<file path="config.mk">
export PLATFORM = sky130hd
export DESIGN_NAME = sw_debounce_reader
export DESIGN_NICKNAME = d
export VERILOG_FILES = /design/src/rtl/sw_debounce_reader.sv
export SDC_FILE = /design/constraint.sdc
export NUM_CORES = 1
export LEC_CHECK = 0
export BUFFER_PORTS_ARGS = -buffer_cell sky130_fd_sc_hd__buf_2
export CAP_MARGIN = 0
export CORE_ASPECT_RATIO = 1.4
export CORE_MARGIN = 2
export CORE_UTILIZATION = 60
export CTS_CLUSTER_DIAMETER = 200
export DETAILED_ROUTE_END_ITERATION = 7
export PLACE_DENSITY = 0.75
export REMOVE_ABC_BUFFERS = 1
export SLEW_MARGIN = 20
export SYNTH_ARGS = -nofsm -noshare
export SYNTH_HDL_FRONTEND = slang
export SYNTH_SLANG_ARGS = --single-unit
</file>
<file path="constraint.sdc">
create_clock -name clk -period 4.6 [get_ports clk]
set_input_delay 0.69 -clock clk [delete_from_list [all_inputs] [get_ports clk]]
set_output_delay 0.69 -clock clk [all_outputs]
set_load 0.01 [all_outputs]
</file>
<file path="src/rtl/sw_debounce_reader.sv">
// sw_debounce_reader
//
// Samples raw board switches/buttons, synchronises each bit through two
// flops, and debounces each bit with its own counter. A new level is
// accepted only after it has differed from the accepted level for
// DB_CYCLES consecutive clock edges. A 0->1 acceptance (a press) sets a
// sticky event flag that register logic clears with a write-1-to-clear
// strobe. irq is the enabled OR of all pending events.
//
// Ports:
//   clk        system clock, rising edge
//   rst        synchronous, active-high reset
//   sw_in      raw asynchronous levels, 1 = pressed/on
//   event_clr  per-bit clear of sw_event, sampled every edge
//   irq_en     interrupt enable
//   sw_state   debounced level (registered)
//   sw_event   sticky press flags (registered)
//   irq        irq_en & |sw_event (combinational from registers)

module sw_debounce_reader #(
  parameter int WIDTH     = 8,
  parameter int DB_CYCLES = 1000000
) (
  input  logic             clk,
  input  logic             rst,
  input  logic [WIDTH-1:0] sw_in,
  input  logic [WIDTH-1:0] event_clr,
  input  logic             irq_en,
  output logic [WIDTH-1:0] sw_state,
  output logic [WIDTH-1:0] sw_event,
  output logic             irq
);

  localparam int CNT_W = $clog2(DB_CYCLES + 1);
  localparam logic [CNT_W-1:0] CNT_LAST = CNT_W'(DB_CYCLES - 1);

  logic [WIDTH-1:0] s1;
  logic [WIDTH-1:0] s2;
  logic [CNT_W-1:0] cnt [WIDTH];

  // accept: this edge completes the debounce window for the bit
  logic [WIDTH-1:0] accept;
  logic [WIDTH-1:0] press;

  always_comb begin
    accept = '0;
    for (int i = 0; i < WIDTH; i++) begin
      accept[i] = (s2[i] != sw_state[i]) && (cnt[i] == CNT_LAST);
    end
    press = accept & s2;
  end

  always_ff @(posedge clk) begin
    if (rst) begin
      s1       <= '0;
      s2       <= '0;
      sw_state <= '0;
      sw_event <= '0;
      for (int i = 0; i < WIDTH; i++) begin
        cnt[i] <= '0;
      end
    end else begin
      s1 <= sw_in;
      s2 <= s1;
      for (int i = 0; i < WIDTH; i++) begin
        // any cycle where the synchronised input matches restarts the window
        if (s2[i] == sw_state[i]) begin
          cnt[i] <= '0;
        end else if (accept[i]) begin
          sw_state[i] <= s2[i];
          cnt[i]      <= '0;
        end else begin
          cnt[i] <= cnt[i] + CNT_W'(1);
        end
      end
      // a press arriving on the same edge as its clear must not be lost
      sw_event <= (sw_event & ~event_clr) | press;
    end
  end

  assign irq = irq_en & (|sw_event);

endmodule

</file>
Word level (Yosys, flattened, before mapping)
Memories as Yosys holds them, arrays and structs flattened.
Cells that the tools add are included.

word-level totals
  register bits = 32
  latch bits = 0
  memory bits (writable) = 160
  memory bits (read-only) = 0
  input bits = 19
  output and inout bits = 17
  logic and storage cells = 212
  memories = 1

memories
  memory  depth  width  read ports  clocked after memory_dff  write ports  RTL line  text
  cnt     8      20     8           0                         8            39        logic [CNT_W-1:0] cnt [WIDTH];

operators by class
  add/subtract/negate cells = 8
  multipliers = 0
  div/mod/pow operators = 0
  magnitude comparators = 0
  equal/unequal tests = 24
  shift operators = 0
  muxes and demuxes = 114
  bitwise logic cells = 37
  reduce and logical (&&, ||, !) cells = 17

operators by type and width
  cell                     count
  $mux W20                 24
  $add A20 B1 Y20 const B  8
  $eq A20 B20 Y1 const B   8
  $mux W1                  90
  $or A1 B1 Y1             24
  $and A8 B8 Y8            2
  $reduce_and A2 Y1        8
  $eq A1 B1 Y1             8
  $logic_and A1 B1 Y1      8
  $ne A1 B1 Y1             8
  $not A1 Y1               8
  $not A8 Y8               1
  $or A8 B8 Y8             1
  $reduce_or A8 Y1         1
  $and A1 B1 Y1            1

Logic depth before layout (Yosys ltp)
  depth in word-level cells = 8
  gate-level depth with buffers = 6
  gate-level depth less buffers = 5

Worst setup path before layout
No wires, ideal clock.

  kind = register to register
  from = memory cnt[1][30] (netlist name)
  to = memory cnt[1][37] (netlist name) (data pin)
  library setup time = 0.264 ns
  arrival = 1.893 ns
  required time = 4.336 ns
  slack = 2.443 ns
  cell stages (with the launch flop) = 6
  path buffers = 1
  clock period less this slack = 2.157 ns
  cells stage by stage = edfxtp_1 or4b_2 nor4_1 a211o_1 buf_4 a21oi_1

RTL lines
  item         RTL line
  from (decl)  39

==> results by group <==
STA
  – RSZ-0062 raised after global routing: no
  – Clock skew: a little over 8 ps
  – Slew headroom: approximately 54%
  – Setup tns final: 0 ps
  – Slew Viols, Final: 0
  – Crit share post-route: 59.6%
  – Tightest Pin Transition: between 600 and 700 ps
  – Fmax: 365 MHz
  – Final Hold Vio Count: 0
  – Worst setup margin: 1860 ps
  – Final Critical Period: between 2000 and 3000 ps
  – Final setup violation count: 0

Route
  – Drt wl/cell: ~14 µm
  – Iter 0 DRT Violations: 414
  – Drt pass-1 iters: 7
  – ANT nets after route: 0
  – WL final: approximately 18 mm
  – Vias/cell: approximately 5.5
  – Vias: roughly 7500
  – Drt drc: 5

CTS
  – CTS clk-pin slew, worst paths: 60 ps
  – Num Clock Sinks: around 190
  – PostCTS Resize Cnt: 0
  – Root buf cell: clkbuf_16
  – # hold bufs at CTS: 0
  – TritonCTS clock tree: done
  – Num CTS Buffers: 17
  – H-tree depth: 4
  – Clock Latency Late Sink: approximately 430 ps
  – Max Root-Sink Buffers: 2
  – Post-CTS Setup Bufs: 0

Global routing
  – Grt ovf: 0
  – Vias in the first global route: between 7000 and 8000
  – First-pass GRT wire length: about 32 mm
  – Initial antenna violation count: 0
  – Largest net degree at the start of global routing: 28
  – Tot GR Track Use: ~22%

Setup path
  – Critical Path AT: between 2000 and 3000 ps
  – R2r worst-path depth: 4
  – Worst r2r dst: cnt[1][28]
  – Reg2reg setup slack: approximately 1900 ps
  – Worst EP required: 4750 ps
  – Worst setup SP type: flip-flop
  – Crit end category: flip-flop
  – Reg-to-Reg Start: cnt[1][30]
  – Crit-path max FO: 20
  – Worst setup path class: reg -> reg

Finish
  – P&R area growth vs syn: 14.3%
  – Post-route insts no fill: between 1000 and 1500
  – Area of the multi-input gates: 4900 µm²
  – Fillers: about 1300
  – Share of cells above drive strength 1: under 10%
  – Sequential cell area: 5450 µm²
  – # diodes: 0
  – Nets: between 1000 and 1500
  – Commonest non-fill, non-tap cells in the layout: 160 x edfxtp_1, 160 x conb_1, 118 x nor2_1, 67 x a21oi_1, 61 x nand3_1
  – Final Util: a little over 70%

Min path
  – Hold endpoint: s2[3]
  – Hold Path Origin: s1[3]
  – Worst min path class: reg -> reg
  – Min-Delay Path Depth: 1

Synth
  – Yosys cell types: between 50 and 60
  – Mapped Cells: just under 1000
  – Synth Flop Type: edfxtp_1
  – Post-Syn Area: about 10000 µm²
  – Largest area contributor in the netlist: edfxtp_1
  – Synth top area cells: edfxtp_1 48%, dfxtp_1 6.4%, xnor2_1 4.9%
  – Post-synth EDFFs: 160
  – Yosys Warn Count: 0
  – Mapped Avg Cell Area: just over 10 µm²
  – Seq/Total Area, Yosys: a little over half
  – Ys async rst share: 0%
  – Top-area cell type share of the netlist area: 48.0%
  – #FFs+latches synth: around 190

Floorplanning
  – Die X: ~110 µm
  – Chip height: 157 µm
  – I/O pin count: 36
  – Initial Utilization: between 60% and 70%
  – Die area: about 18000 µm²
  – Row cnt: 55
  – Core area: 16200 µm²

Outcome
  – Outcome: finished with violations
  – Failing checks: DRC

Job
  – Max-cap viol count: 0

Placement
  – GP Congestion: between 0.8 and 0.9
  – Setup WS pre-CTS: around 1900 ps
  – Port Buffer Count: 35
  – Detailed Place HPWL: 13.3 mm
  – DP Cell Count: ~1300

Pwr
  – Power per cell area: slightly above 300 nW/µm²
  – Leak pwr: 0.00391 µW
  – Peak supply drop: ~260 µV
synthesized netlist by cell type, types with 4 or more instances:
cell type and number:
edfxtp_1 160, nor2_1 118, a21oi_1 67, nand3_1 61, xnor2_1 56, nand2_1 51
xor2_1 44, or4_1 37, o21ai_0 36, or3_1 33, dfxtp_1 32, nand4_1 32
inv_1 28, nor4_1 26, o31ai_1 25, clkbuf_1 23, nor2b_1 17, nor3_1 14
and3_1 13, and4_1 11, buf_2 9, ha_1 8, and2_1 7, nand2b_1 7
nand4b_1 7, nor4b_1 4, or4b_2 4
state kept, by name, indices dropped and copies added, names as in the netlist:
name / cells
sw_event: 8
s2: 8
s1: 8
sw_state: 8
cnt: 160
final cells by class:
class | instances | share of cell area [%]
timing repair buffer | 42 | 1.99
tap | 199 | 2.18
sequential | 192 | 47.6
inverter | 28 | 0.919
clock buffer | 24 | 3.95
multi-input combinational | 867 | 42.8
clock inverter | 8 | 0.569
report_power, final:
group | internal (µW) | switching, µW | total [µW]
registers | 1950 | 69.6 | 2020
clock network | 738 | 586 | 1320
logic | 58.7 | 87.4 | 146
logic make-up (layout without fill, tap and decap cells):
logic type / after synthesis / after routing / synth area share [%]
XOR/XNOR: 100 / 100 / 8.75
AND/OR/NAND/NOR: 462 / 462 / 25.4
buffers and inverters: 64 / 102 / 2.67
AO/OA/AOI/OAI: 137 / 137 / 7.80
other: 1 / 160 / 0.0374
flip-flops: 192 / 192 / 54.4
adder cells (fa/ha/maj): 8 / 8 / 1.00
worst max path at each step:
stage / start / endpoint / cells after the start
after global routing: cnt[1][10] / cnt[1][19] / 5
after CTS: cnt[1][10] / cnt[1][19] / 5
final: cnt[1][30] / cnt[1][28] / 4
after detailed placement: cnt[1][10] / cnt[1][19] / 5
after floorplan: cnt[0][27] / cnt[0][22] / 4
after global placement: cnt[1][10] / cnt[1][14] / 5
critical path, cell delays in order (launching register included):
cell and delay, ps:
edfxtp_1 450, or4b_2 700, nor4_1 550, a211o_1 640, nor2_1 130
per-layer routing:
metal	global-route usage, %	up-vias	wire length (µm)
met2	38.2	125	9260
met5	0	-	0
met1	26.9	3579	8070
met3	4.26	33	673
met4	9.00	0	400
li1	-	3804	-
stage by stage:
stage / hold slack, ps / total power, µW / instance area (µm²)
3_3_place_gp: 421 / 2190 / 10900
4_1_cts: 442 / 3530 / 11400
3_5_place_dp: 428 / 2200 / 10900
5_1_grt: 455 / 3630 / 11400
2_1_floorplan: 414 / 2140 / 10400
6_report: 436 / 3490 / 11400
No activity file was read; power rests on OpenSTA's default activity.
